**config.mk**
```make
export PLATFORM = sky130hd
export DESIGN_NAME = mem_access_unit_flat
export DESIGN_NICKNAME = d
export VERILOG_FILES = /design/src/rtl/mem_access_unit_if.sv /design/src/rtl/mem_access_unit.sv /design/src/flat_wrapper.sv
export SDC_FILE = /design/constraint.sdc
export NUM_CORES = 1
export LEC_CHECK = 0
export ABC_AREA = 1
export BUFFER_PORTS_ARGS = -buffer_cell sky130_fd_sc_hd__clkbuf_2
export CELL_PAD_IN_SITES_DETAIL_PLACEMENT = 0
export CELL_PAD_IN_SITES_GLOBAL_PLACEMENT = 1
export CORE_AREA = 5 5 132 134
export DETAILED_ROUTE_END_ITERATION = 8
export DIE_AREA = 0 0 137 139
export PLACE_DENSITY_LB_ADDON = 0.15
export SETUP_SLACK_MARGIN = 0.4
export SYNTH_ARGS = -nofsm -noshare
export SYNTH_HDL_FRONTEND = slang
export SYNTH_SLANG_ARGS = --single-unit
```
**constraint.sdc**
```tcl
create_clock -name CLK -period 6.7 [get_ports CLK]
set_clock_uncertainty 0.15 [all_clocks]
set_input_delay 1.675 -clock CLK [delete_from_list [all_inputs] [get_ports CLK]]
set_output_delay 1.675 -clock CLK [all_outputs]
set_load 0.03 [all_outputs]
```
**src/rtl/mem_access_unit_if.sv**
```systemverilog
// Data-memory handshake between the MEM-stage load/store unit (master) and the data memory (slave).
interface mem_access_unit_if;
  logic        DMEM_READ;
  logic        DMEM_WRITE;
  logic [31:0] DMEM_ADDR;
  logic [31:0] DMEM_WRITEDATA;
  logic [3:0]  DMEM_BYTEEN;
  logic [31:0] DMEM_READDATA;
  logic        DMEM_BUSYWAIT;

  modport master (
    output DMEM_READ, DMEM_WRITE, DMEM_ADDR, DMEM_WRITEDATA, DMEM_BYTEEN,
    input  DMEM_READDATA, DMEM_BUSYWAIT
  );

  modport slave (
    input  DMEM_READ, DMEM_WRITE, DMEM_ADDR, DMEM_WRITEDATA, DMEM_BYTEEN,
    output DMEM_READDATA, DMEM_BUSYWAIT
  );
endinterface

```
**src/rtl/mem_access_unit.sv**
```systemverilog
// MEM-stage load/store unit: lane steering, load extension, data-memory handshake and pipeline stall.
// Define MEM_MISALIGN_TRAP_EN to trap misaligned half/word accesses instead of forcing natural alignment.
module mem_access_unit #(
  parameter int MAX_WAIT = 255
) (
  input  logic              CLK,
  input  logic              RESET,
  input  logic [3:0]        IN_READ_WRITE,
  input  logic [31:0]       IN_ALU_RESULT,
  input  logic [31:0]       IN_DATA2,
  mem_access_unit_if.master dmem,
  output logic [31:0]       LOAD_DATA,
  output logic              BUSYWAIT,
  output logic              MEM_ERROR
);
  localparam int CNT_W = (MAX_WAIT > 1) ? $clog2(MAX_WAIT + 1) : 1;
  localparam logic [CNT_W-1:0] CNT_LAST = CNT_W'((MAX_WAIT > 0) ? MAX_WAIT - 1 : 0);

  typedef enum logic [1:0] {IDLE, ACCESS, DONE} state_t;

  state_t           state;
  logic [CNT_W-1:0] wait_cnt;
  logic [3:0]       op_p0;
  logic [1:0]       lane_p0;

  logic       is_load, is_store, is_half, is_word, go;
  logic [1:0] lane;
`ifdef MEM_MISALIGN_TRAP_EN
  logic       misaligned;
`endif

  function automatic logic [3:0] byte_en(input logic store, input logic half,
                                         input logic word, input logic [1:0] ln);
    if (!store || word) return 4'b1111;
    if (half) return 4'b0011 << ln;
    return 4'b0001 << ln;
  endfunction

  function automatic logic [31:0] store_data(input logic half, input logic word,
                                             input logic [31:0] d);
    if (word) return d;
    if (half) return {2{d[15:0]}};
    return {4{d[7:0]}};
  endfunction

  function automatic logic [31:0] load_extend(input logic [3:0] op, input logic [1:0] ln,
                                              input logic [31:0] word);
    logic [7:0]  b;
    logic [15:0] h;
    b = word[{ln, 3'b000} +: 8];
    h = ln[1] ? word[31:16] : word[15:0];
    case (op)
      4'b0001: return 32'(signed'(b));
      4'b0010: return 32'(signed'(h));
      4'b0100: return 32'(b);
      4'b0101: return 32'(h);
      default: return word;
    endcase
  endfunction

  always_comb begin
    is_load  = 1'b0;
    is_store = 1'b0;
    is_half  = 1'b0;
    is_word  = 1'b0;
    case (IN_READ_WRITE)
      4'b0001, 4'b0100: is_load = 1'b1;
      4'b0010, 4'b0101: begin is_load = 1'b1; is_half = 1'b1; end
      4'b0011:          begin is_load = 1'b1; is_word = 1'b1; end
      4'b1001:          is_store = 1'b1;
      4'b1010:          begin is_store = 1'b1; is_half = 1'b1; end
      4'b1011:          begin is_store = 1'b1; is_word = 1'b1; end
      default: ;
    endcase
`ifdef MEM_MISALIGN_TRAP_EN
    misaligned = (is_half && IN_ALU_RESULT[0]) || (is_word && IN_ALU_RESULT[1:0] != 2'b00);
    lane       = IN_ALU_RESULT[1:0];
    go         = (is_load || is_store) && !misaligned;
`else
    // Misaligned low bits are silently dropped to the natural boundary.
    lane = is_word ? 2'b00 : (is_half ? {IN_ALU_RESULT[1], 1'b0} : IN_ALU_RESULT[1:0]);
    go   = is_load || is_store;
`endif
  end

  assign BUSYWAIT = !RESET && ((state == IDLE && go) || state == ACCESS);

  // Access descriptor, needed only to extend the returned word
  always_ff @(posedge CLK) begin
    if (state == IDLE && go) begin
      op_p0   <= IN_READ_WRITE;
      lane_p0 <= lane;
    end
  end

  always_ff @(posedge CLK or posedge RESET) begin
    if (RESET) begin
      state               <= IDLE;
      wait_cnt            <= '0;
      dmem.DMEM_READ      <= 1'b0;
      dmem.DMEM_WRITE     <= 1'b0;
      dmem.DMEM_ADDR      <= '0;
      dmem.DMEM_WRITEDATA <= '0;
      dmem.DMEM_BYTEEN    <= '0;
      LOAD_DATA           <= '0;
      MEM_ERROR           <= 1'b0;
    end else begin
      case (state)
        IDLE: begin
          MEM_ERROR <= 1'b0;
          if (go) begin
            state               <= ACCESS;
            wait_cnt            <= '0;
            dmem.DMEM_READ      <= is_load;
            dmem.DMEM_WRITE     <= is_store;
            dmem.DMEM_ADDR      <= {IN_ALU_RESULT[31:2], 2'b00};
            dmem.DMEM_WRITEDATA <= store_data(is_half, is_word, IN_DATA2);
            dmem.DMEM_BYTEEN    <= byte_en(is_store, is_half, is_word, lane);
          end
`ifdef MEM_MISALIGN_TRAP_EN
          else if (misaligned) begin
            state     <= DONE;
            MEM_ERROR <= 1'b1;
          end
`endif
        end
        ACCESS: begin
          if (!dmem.DMEM_BUSYWAIT) begin
            dmem.DMEM_READ  <= 1'b0;
            dmem.DMEM_WRITE <= 1'b0;
            if (dmem.DMEM_READ) LOAD_DATA <= load_extend(op_p0, lane_p0, dmem.DMEM_READDATA);
            state <= DONE;
          end else if (MAX_WAIT > 0 && wait_cnt == CNT_LAST) begin
            // Watchdog abort: the load result is deliberately left stale.
            dmem.DMEM_READ  <= 1'b0;
            dmem.DMEM_WRITE <= 1'b0;
            MEM_ERROR       <= 1'b1;
            state           <= DONE;
          end else begin
            wait_cnt <= wait_cnt + 1'b1;
          end
        end
        DONE: begin
          MEM_ERROR <= 1'b0;
          state     <= IDLE;
        end
        default: state <= IDLE;
      endcase
    end
  end
endmodule

```
**src/flat_wrapper.sv**
```systemverilog
// flat-port wrapper written by rule: the top's interface ports become plain ports
module mem_access_unit_flat 
#(
  parameter int MAX_WAIT = 255
)
  (CLK, RESET, IN_READ_WRITE, IN_ALU_RESULT, IN_DATA2, LOAD_DATA, BUSYWAIT, MEM_ERROR, dmem_DMEM_READ, dmem_DMEM_WRITE, dmem_DMEM_ADDR, dmem_DMEM_WRITEDATA, dmem_DMEM_BYTEEN, dmem_DMEM_READDATA, dmem_DMEM_BUSYWAIT);
  mem_access_unit_if dmem_i ();
  input  logic CLK;
  input  logic RESET;
  input  logic [3:0] IN_READ_WRITE;
  input  logic [31:0] IN_ALU_RESULT;
  input  logic [31:0] IN_DATA2;
  output logic [31:0] LOAD_DATA;
  output logic BUSYWAIT;
  output logic MEM_ERROR;
  output wire logic [$bits(dmem_i.DMEM_READ)-1:0] dmem_DMEM_READ;
  output wire logic [$bits(dmem_i.DMEM_WRITE)-1:0] dmem_DMEM_WRITE;
  output wire logic [$bits(dmem_i.DMEM_ADDR)-1:0] dmem_DMEM_ADDR;
  output wire logic [$bits(dmem_i.DMEM_WRITEDATA)-1:0] dmem_DMEM_WRITEDATA;
  output wire logic [$bits(dmem_i.DMEM_BYTEEN)-1:0] dmem_DMEM_BYTEEN;
  input wire logic [$bits(dmem_i.DMEM_READDATA)-1:0] dmem_DMEM_READDATA;
  input wire logic [$bits(dmem_i.DMEM_BUSYWAIT)-1:0] dmem_DMEM_BUSYWAIT;
  assign dmem_DMEM_READ = dmem_i.DMEM_READ;
  assign dmem_DMEM_WRITE = dmem_i.DMEM_WRITE;
  assign dmem_DMEM_ADDR = dmem_i.DMEM_ADDR;
  assign dmem_DMEM_WRITEDATA = dmem_i.DMEM_WRITEDATA;
  assign dmem_DMEM_BYTEEN = dmem_i.DMEM_BYTEEN;
  assign dmem_i.DMEM_READDATA = dmem_DMEM_READDATA;
  assign dmem_i.DMEM_BUSYWAIT = dmem_DMEM_BUSYWAIT;
  mem_access_unit #(.MAX_WAIT(MAX_WAIT)) u_core (.CLK(CLK), .RESET(RESET), .IN_READ_WRITE(IN_READ_WRITE), .IN_ALU_RESULT(IN_ALU_RESULT), .IN_DATA2(IN_DATA2), .dmem(dmem_i), .LOAD_DATA(LOAD_DATA), .BUSYWAIT(BUSYWAIT), .MEM_ERROR(MEM_ERROR));
endmodule
```
# Yosys cells after proc, flatten, opt, wreduce, memory -nomap -nowiden

Index checks and enable logic that the tools add are counted.
W data, S select, Z words.

Register bits: 117
Bits in latches: 0
Memory bits (writable): 0
ROM bits: 0
Bits of input ports: 103
Word-level logic and storage cells: 103
Memories kept: 0

Add/subtract/negate cells: 1
$mul: 0
Divide/modulo/power cells: 0
Magnitude comparators: 0
Equality and inequality tests: 20
Shift operators: 3
Multiplexer cells: 46
Bitwise gates (word level): 1
Reduce and logical (&&, ||, !) cells: 21

Operator list:

| operator              | count |
|---|---|
| $mux W32              | 4 |
| $pmux W32 S4          | 1 |
| $shiftx A32 B6 Y8     | 1 |
| $mux W1               | 24 |
| $mux W8               | 3 |
| $eq A4 B3 Y1 const B  | 4 |
| $mux W16              | 1 |
| $mux W4               | 4 |
| $pmux W8 S2           | 1 |
| $eq A4 B2 Y1 const B  | 3 |
| $eq A4 B4 Y1 const B  | 3 |
| $reduce_and A3 Y1     | 3 |
| $add A8 B1 Y8 const B | 1 |
| $eq A4 B1 Y1 const B  | 2 |
| $eq A8 B8 Y1 const B  | 1 |
| $mux W2               | 4 |
| $ne A2 B2 Y1 const B  | 3 |
| $pmux W1 S2           | 3 |
| $reduce_or A3 Y1      | 2 |
| $reduce_or A5 Y1      | 1 |
| $pmux W2 S2           | 1 |
| $reduce_and A2 Y1     | 2 |
| $reduce_and A4 Y1     | 1 |
| $reduce_bool A2 Y1    | 2 |
| 12 further kinds      | 17 |

# Longest topological paths before layout

Gate-level depths: netlist (run 1).

Word-level depth: 13
Gate-level depth with buffers: 11
Mapped depth without buffers: 10

# Worst setup path before layout (run 1)

OpenSTA, ideal clock, no wires.

Path kind: input to output
Start: input port IN_READ_WRITE[2]
End: output port BUSYWAIT
Arrival: 2935 ps
Required time: 4875 ps
Slack: 1940 ps
Cell stages on the path: 8
Path buffers: 2
Cell sequence: inv_2 nand2_1 or2_1 nand2_1 nand2_2 buf_6 buf_2 a21oi_1

Longest elaborated chain between the ends: 7
Elaborated cells on any way between the ends: 16
Classes of those cells: 8 x eq/ne; 2 x mux; 6 x reduce/logical

RTL lines:

| what                                                                         | RTL line              | source |
|---|---|---|
| from (decl)                                                                  | flat_wrapper.sv:10    | `input logic [3:0] IN_READ_WRITE;` |
| $eq A4 B1 Y1, or another cell as far along                                   | mem_access_unit.sv:66 | `case (IN_READ_WRITE)` |
| $reduce_or A5 Y1 (no source line) / $reduce_or A3 Y1 (equally long branches) | n/a                   |  |
| $mux W1                                                                      | mem_access_unit.sv:66 |  |
| $logic_or A1 B1 Y1 (*)                                                       | mem_access_unit.sv:82 | `go = is_load \|\| is_store;` |
| $logic_and A1 B1 Y1 (*)                                                      | mem_access_unit.sv:86 | `assign BUSYWAIT = !RESET && ((state == IDLE && go) \|\| state == ACCESS);` |
| $logic_or A1 B1 Y1 (*)                                                       | mem_access_unit.sv:86 |  |
| $logic_and A1 B1 Y1 (*)                                                      | mem_access_unit.sv:86 |  |
| to (decl)                                                                    | flat_wrapper.sv:14    | `output logic BUSYWAIT;` |

Mark *: on every way between the ends. The rest lies on a longest branch, timed or not.

# Worst setup path in the final report (run 1)

Ends and elaborated chain as after synthesis.

==> results of run 1 <==
[layer usage]
metal	part of all wire, %	global-route usage, %	wire length (um)	vias to the layer above
met5	0	0	0	-
met4	1.2	5.20	206	0
met3	9.4	7.66	1650	15
met2	46	29.8	8090	153
met1	44	24.3	7670	2559
li1	-	-	-	2886
[worst min-delay path, cell delays in order, from the launching register on]
cell                      delay, ns
sky130_fd_sc_hd__dfrtp_1       0.34
sky130_fd_sc_hd__nand2_1       0.05
sky130_fd_sc_hd__nand2_1       0.05
[synth_stat cells (all sizes together)]
cell	number	area share, %
a21oi	45	4.4
and2	1	0.10
buf	30	3.3
clkbuf	11	0.71
clkinv	1	0.063
conb	1	0.063
dfrtp	111	46
edfxtp	6	3.0
ha	2	0.42
inv	79	4.9
nand2	294	19
nand3	25	2.2
nand4	2	0.31
nor2	124	7.9
nor3	1	0.17
o211ai	1	0.13
o21ai	73	6.2
o31ai	1	0.13
or2	2	0.21
xnor2	2	0.29
xor2	3	0.44
[worst max-delay path by stage]
stage | from | endpoint | slack [ns] | cells after the start
2_1_floorplan | RESET | u_core.LOAD_DATA[0] | 1.94 | 1
3_3_place_gp | IN_READ_WRITE[2] | BUSYWAIT | 2.21 | 8
3_5_place_dp | IN_READ_WRITE[2] | BUSYWAIT | 2.18 | 8
4_1_cts | IN_READ_WRITE[2] | BUSYWAIT | 2.19 | 8
5_1_grt | IN_READ_WRITE[2] | BUSYWAIT | 2.08 | 8
6_report | IN_READ_WRITE[2] | BUSYWAIT | 2.19 | 8
[kinds of logic (layout without fill, tap and decap cells)]
| group | after synthesis | count (layout) | share of synthesized area (%) |
|---|---|---|---|
| flops | 117 | 117 | 49.3 |
| buf+inv | 121 | 321 | 9.06 |
| compound gates | 120 | 120 | 10.9 |
| xor+xnor | 5 | 5 | 0.731 |
| simple gates | 449 | 449 | 29.5 |
| other cells | 1 | 2 | 0.0625 |
| fa+ha+maj | 2 | 2 | 0.417 |
[flip-flops by register name, indices dropped and copies added (netlist names)]
signal	count
u_core.LOAD_DATA	32
u_core.MEM_ERROR	1
u_core.dmem.DMEM_ADDR	30
u_core.dmem.DMEM_BYTEEN	4
u_core.dmem.DMEM_READ	1
u_core.dmem.DMEM_WRITE	1
u_core.dmem.DMEM_WRITEDATA	32
u_core.lane_p0	2
u_core.op_p0	4
u_core.state	2
u_core.wait_cnt	8
[area by class of cell]
| type | instances | area [um2] |
|---|---|---|
| inverter | 80 | 303 |
| sequential | 117 | 2960 |
| clock inverter | 13 | 133 |
| clock buffer | 19 | 443 |
| fill | 1760 | 8500 |
| timing repair buffer | 209 | 1060 |
| tap | 220 | 275 |
| multi-input combinational | 578 | 2500 |
[through the flow]
stage | hold slack, ns | instances | total power [mW] | area [um2]
after floorplan | 0.322 | 816 | 2.32 | 6000
after global placement | 0.313 | 1204 | 2.81 | 7100
after detailed placement | 0.316 | 1204 | 2.82 | 7100
after CTS | 0.331 | 1236 | 3.73 | 7670
after global routing | 0.352 | 1236 | 3.92 | 7670
final | 0.326 | 1236 | 3.68 | 7670
[power by group]
| group | switching, mW | leakage [nW] | internal, mW |
|---|---|---|---|
| Combinational | 1.14 | 2.62 | 0.423 |
| Sequential | 0.188 | 1.39 | 1.03 |
| Clock | 0.337 | 0.287 | 0.555 |
==> results.rst, run 1 <==
.. list-table::
   :header-rows: 1

   * - Metric
     - Value
   * - Outcome
     - finished, final reports clean
   * - Unrepaired setup endpoints after global routing
     - false
   * - Leak Pwr
     - 4.30 nW
   * - # IOs
     - between 200 and 250
   * - DRC
     - 0
   * - Height of the die
     - 139 um
   * - # H-tree levels
     - 4
   * - Global-route wire length before repair
     - approximately 29,000 um
   * - Worst reg2reg path startpoint
     - u_core.state[0]
   * - Root Driver
     - sky130_fd_sc_hd__clkbuf_16
   * - Final WS setup
     - 2.19 ns
   * - DRT iter0 DRCs
     - between 300 and 400
   * - Kind of capture point of the worst setup path
     - output pin
   * - Clock tree from TritonCTS
     - yes
   * - Hold path cells
     - 2
   * - Post-CTS Setup Inserts
     - 0
   * - Slowest cell on the critical path
     - sky130_fd_sc_hd__or2_1
   * - Start point of the worst min-delay path
     - u_core.dmem.DMEM_ADDR[5]
   * - Min Clock Period, post-route
     - about 4.5 ns
   * - Clock tree buffer depth
     - 2
   * - Estimated wirelength of the detail-placed design
     - 12,600 um
   * - Max incr delay on CP
     - between 0.2 and 0.25 ns
   * - Vias per Instance
     - ~4.5
   * - Most frequent cells in the layout
     - sky130_fd_sc_hd__nand2_1, sky130_fd_sc_hd__clkbuf_2, sky130_fd_sc_hd__nor2_1, sky130_fd_sc_hd__dfrtp_1, sky130_fd_sc_hd__inv_1
   * - Distinct cells, synth
     - 34
   * - Post-synthesis sequential element count
     - around 120
   * - Routed len/inst
     - 14.3 um
   * - Hold worst-path end
     - u_core.dmem.DMEM_ADDR[5]
   * - Effective utilization at floorplan
     - 37.1%
   * - Fraction of layout cells with a size suffix above 1
     - about a quarter
   * - Vias after detailed routing
     - approximately 5,600
   * - Post-Place Worst Slack
     - 2.18 ns
   * - Count of hold buffers inserted by post-cts repair
     - 0
   * - Mean instance size in the synthesized netlist
     - 7.36 um2
   * - Path class of the lowest-slack min-delay path
     - reg2reg
   * - Overall global routing resource usage
     - approximately a fifth
   * - Share of the core filled with cells in the final layout
     - 47.4%
   * - Final layout net count
     - 1,108
   * - Critical Path AT
     - roughly 2.7 ns
   * - Cts bufs inserted
     - 17
   * - Critical Setup Path Class
     - in2out
   * - Warnings from Yosys
     - 0
   * - CP delay by family, top
     - simple AND/OR/NAND/NOR gates
   * - Clock slew at reported path FFs
     - around 0.050 ns
   * - Minimum setup slack among reg-to-reg paths
     - about 4.6 ns
   * - Total standard cell area after synthesis
     - around 6000 um2
   * - Final period util
     - 67.3%
   * - Max transition margin
     - about a third
   * - Critical path, cell by cell
     - clkbuf_2, inv_2, nand2_1, or2_1, nand2_1, nand2_2, a21oi_1, clkbuf_2
   * - Worst R2R End
     - u_core.LOAD_DATA[10]
   * - Final TNS setup
     - 0 ns
   * - Die boundary width
     - roughly 140 um
   * - Clk_lat worst skew
     - ~0.41 ns
   * - Max-Cap Viols
     - 0
   * - Worst Reg-to-Reg Cells
     - 8
   * - Post_cts resized
     - 0
   * - PD cells
     - approximately 480 nW/um2
   * - Post-detailed-routing wire length
     - around 18,000 um
   * - Die area
     - 19,000 um2
   * - Area Overhead vs Synth
     - 27.9%
   * - Most frequent standard cell in the layout excluding fill and tap cells
     - sky130_fd_sc_hd__nand2_1
   * - Actual transition at the worst max-transition pin
     - 1.03 ns
   * - Number of slew-limit violations in the final report
     - 0
   * - Final Hold Vio Count
     - 0
   * - CTS sink cnt
     - between 100 and 150
   * - Antenna violations before repair
     - 0
   * - Fraction of the yosys area taken by sequential cells
     - just under 50%
   * - Final Setup Violations
     - 0
   * - Number of port buffers
     - roughly 200
   * - Total congestion overflow
     - 0
   * - Buf+Inv Stages, Crit Path
     - 3
   * - Final ANT Viol Nets
     - 0
   * - Startpoint types
     - input pin
   * - Number of global-route vias before repair
     - 5,491
   * - Maximum fanout encountered on the critical timing path
     - 4
   * - Number of search-and-repair iterations in the first detailed-routing pass
     - 5
   * - ANT cells
     - 0
   * - Number of rows in the core area
     - between 40 and 50
   * - Core area
     - roughly 16,000 um2
   * - Highest achievable clock rate
     - roughly 220 MHz
   * - Data required time of the critical path
     - a little under 5 ns
   * - Synthesized netlist cell count
     - slightly above 800
   * - Global placement routability congestion
     - approximately 0.77
   * - Pin count of the biggest net entering global routing
     - 86
   * - Worst ir drop on vdd
     - ~220 uV
No activity file was read; power rests on OpenSTA's default activity.
==> run 2, diff against run 1 <==
- CORE_AREA: 5 5 132 134 -> 5 5 137 139
- DIE_AREA: 0 0 137 139 -> 0 0 142 144
- clock period: 6.7 -> 4.45 ns (I/O delays scaled with it)
==> results.rst, run 2 (synthesis results as in run 1) <==
.. list-table::
   :header-rows: 1

   * - Metric
     - Value
   * - Startpoint types
     - input pin (unchanged)
   * - Final Hold Vio Count
     - 0 (unchanged)
   * - Number of port buffers
     - 204 (unchanged)
   * - Path class of the lowest-slack min-delay path
     - reg2reg (unchanged)
   * - Sw power
     - 2.54 mW (was 1.67 mW)
   * - Area Overhead vs Synth
     - 28.4% (was 27.9%)
   * - CP delay by family, top
     - simple AND/OR/NAND/NOR gates (unchanged)
   * - Logic pwr share
     - 42.8% (was 42.6%)
   * - Maximum fanout encountered on the critical timing path
     - 4 (unchanged)
   * - Count of hold buffers inserted by post-cts repair
     - 0 (unchanged)
   * - Slowest cell on the critical path
     - sky130_fd_sc_hd__or2_1 (unchanged)
   * - Height of the die
     - 144 um (was 139 um)
   * - Critical Path AT
     - 2.11 ns (was 2.68 ns)
   * - Final period util
     - between 70% and 80%
   * - Post_cts resized
     - 0 (unchanged)
   * - Largest registers
     - u_core.LOAD_DATA: 32 flops, u_core.dmem.DMEM_WRITEDATA: 32 flops, u_core.dmem.DMEM_ADDR: 30 flops (unchanged)
   * - Number of global-route vias before repair
     - 5,561 (was 5,491)
   * - Number of search-and-repair iterations in the first detailed-routing pass
     - 4 (was 5)
   * - Worst R2R End
     - u_core.LOAD_DATA[14] (was u_core.LOAD_DATA[10])
   * - Cell internal pwr
     - 2.96 mW (was 2.01 mW)
   * - Actual transition at the worst max-transition pin
     - 0.910 ns (was 1.03 ns)
   * - Kind of capture point of the worst setup path
     - output pin (unchanged)
   * - Root Driver
     - sky130_fd_sc_hd__clkbuf_16 (unchanged)
   * - DRC
     - 0 (unchanged)
   * - Min Clock Period, post-route
     - approximately 3.4 ns
   * - Vias per Instance
     - 4.55 (was 4.54)
   * - Post-CTS Setup Inserts
     - 0 (unchanged)
   * - Estimated wirelength of the detail-placed design
     - 12,800 um (was 12,600 um)
   * - Final layout net count
     - 1,111 (was 1,108)
   * - Endpoint of the most critical setup path
     - BUSYWAIT (unchanged)
   * - Total congestion overflow
     - 0 (unchanged)
   * - Die area
     - 20,400 um2 (was 19,000 um2)
   * - Sequential fraction of design power
     - 33.5% (was 33.1%)
   * - Number of rows in the core area
     - 49 (was 47)
   * - CTS sink cnt
     - 117 (unchanged)
   * - Minimum setup slack among reg-to-reg paths
     - 2.27 ns (was 4.56 ns)
   * - Filler cell count in the final layout
     - 1,919 (was 1,760)
   * - Switching share of total power
     - 46.2% (was 45.4%)
   * - ANT cells
     - 0 (unchanged)
   * - Unrepaired setup endpoints after global routing
     - false (unchanged)
   * - Max incr delay on CP
     - 0.23 ns (about the same)
   * - Number of slew-limit violations in the final report
     - 0 (unchanged)
   * - Highest achievable clock rate
     - roughly 300 MHz
   * - Vias after detailed routing
     - 5,670 (was 5,613)
   * - Clock tree buffer depth
     - 2 (unchanged)
   * - Critical path, cell by cell
     - clkbuf_2, inv_2, nand2_1, or2_1, nand2_1, nand2_2, a21oi_1, clkbuf_2 (unchanged)
   * - Data required time of the critical path
     - 3.19 ns (was 4.88 ns)
   * - Global-route wire length before repair
     - 29,000 um (was 28,600 um)
   * - PD cells
     - 715 nW/um2 (was 479 nW/um2)
   * - Die boundary width
     - 142 um (was 137 um)
   * - Cts bufs inserted
     - 17 (unchanged)
   * - Leak Pwr
     - 4.29 nW (was 4.30 nW)
   * - Outcome
     - finished, final reports clean (unchanged)
   * - Clk_lat worst skew
     - 0.41 ns (about the same)
   * - Most frequent cells in the layout
     - sky130_fd_sc_hd__nand2_1, sky130_fd_sc_hd__clkbuf_2, sky130_fd_sc_hd__nor2_1, sky130_fd_sc_hd__dfrtp_1, sky130_fd_sc_hd__inv_1 (unchanged)
   * - Post-detailed-routing wire length
     - 18,100 um (was 17,600 um)
   * - Buf+Inv Stages, Crit Path
     - 3 (unchanged)
   * - Most frequent standard cell in the layout excluding fill and tap cells
     - sky130_fd_sc_hd__nand2_1 (unchanged)
   * - Share of power burned in the clock network
     - 23.6% (was 24.3%)
   * - Final Setup Violations
     - 0 (unchanged)
   * - Pin count of the biggest net entering global routing
     - 112 (was 86)
   * - Antenna violations before repair
     - 0 (unchanged)
   * - Core area
     - 17,500 um2 (was 16,200 um2)
   * - # H-tree levels
     - 4 (unchanged)
   * - Max transition margin
     - 39.4% (was 31.6%)
   * - Launch point of the worst path
     - IN_READ_WRITE[2] (unchanged)
   * - Effective utilization at floorplan
     - 34.2% (was 37.1%)
   * - Final ANT Viol Nets
     - 0 (unchanged)
   * - Overall global routing resource usage
     - 18.0% (was 19.0%)
   * - Fraction of layout cells with a size suffix above 1
     - 26.5% (was 26.3%)
   * - Max-Cap Viols
     - 0 (unchanged)
   * - Final TNS setup
     - 0 ns (unchanged)
   * - Worst ir drop on vdd
     - 352 uV (was 221 uV)
   * - Clock slew at reported path FFs
     - 0.06 ns (was 0.05 ns)
   * - Design Power
     - 5.50 mW (was 3.68 mW)
   * - Routed len/inst
     - 14.5 um (was 14.3 um)
   * - Global placement routability congestion
     - 0.802 (was 0.770)
   * - # IOs
     - 207 (unchanged)
   * - Share of the core filled with cells in the final layout
     - 43.9% (was 47.4%)
   * - Critical Setup Path Class
     - in2out (unchanged)
   * - DRT iter0 DRCs
     - 301 (was 341)
   * - Crit path depth
     - 8 (unchanged)
   * - Worst Reg-to-Reg Cells
     - 8 (unchanged)
   * - Worst reg2reg path startpoint
     - u_core.state[0] (unchanged)
   * - Worst hold slack
     - 0.326 ns (about the same)
   * - Clock tree from TritonCTS
     - yes (unchanged)
[run 2: cell types whose count changed in the layout (fill, tap and decap cells not counted), sizes merged]
cell / change
buf: +3
bufinv: -1
clkbuf: -2
clkinv: -4
clkinvlp: +4
inv: +2
[run 2: how the worst min path moves through the flow]
stage	from	endpoint	slack, ns	depth (start not counted)
floorplan	u_core.state[0]	u_core.MEM_ERROR	0.32	2
global placement	u_core.dmem.DMEM_ADDR[23]	u_core.dmem.DMEM_ADDR[23]	0.31	2
detailed placement	u_core.dmem.DMEM_ADDR[23]	u_core.dmem.DMEM_ADDR[23]	0.31	2
CTS	u_core.dmem.DMEM_ADDR[23]	u_core.dmem.DMEM_ADDR[23]	0.33	2
global route	u_core.dmem.DMEM_ADDR[3]	u_core.dmem.DMEM_ADDR[3]	0.35	2
finish	u_core.dmem.DMEM_ADDR[23]	u_core.dmem.DMEM_ADDR[23]	0.33	2
[run 2: worst min-delay path, stage by stage, from the launching register on]
cell                      delay, ns
sky130_fd_sc_hd__dfrtp_1       0.34
sky130_fd_sc_hd__nand2_1       0.05
sky130_fd_sc_hd__nand2_1       0.05
[run 2: area by class of cell]
type | count | area, um2 | area share [%]
Timing Repair Buffer | 212 | 1090 | 14.2
Sequential cell | 117 | 2960 | 38.4
Multi-Input combinational cell | 578 | 2500 | 32.5
Clock buffer | 17 | 425 | 5.53
Inverter | 80 | 304 | 3.95
Tap cell | 229 | 287 | 3.72
Clock inverter | 14 | 129 | 1.67
[run 2: power groups by stage]
stage	combinational (mW)	sequential, mW	clock (mW)
global placement	2.38	1.87	0
CTS	2.40	1.85	1.34
global route	2.58	1.91	1.39
floorplan	0.777	2.71	0
finish	2.36	1.85	1.30
detailed placement	2.40	1.85	0
[run 2: metrics by stage]
stage	instances	setup slack (ns)	instance area (um2)
3_5_place_dp	1216	1.07	7140
2_1_floorplan	816	0.815	6000
3_3_place_gp	1216	1.09	7140
5_1_grt	1247	0.983	7700
6_report	1247	1.08	7700
4_1_cts	1247	1.07	7700
[run 2: routing by layer]
metal  vias to the layer above  part of all wire (%)  global-route usage (%)
met3                        10                   7.2                    6.35
met5                         -                     0                       0
met1                      2627                    44                    22.3
met4                         0                  0.73                    5.91
li1                       2892                     -                       -
met2                       141                    48                    29.6
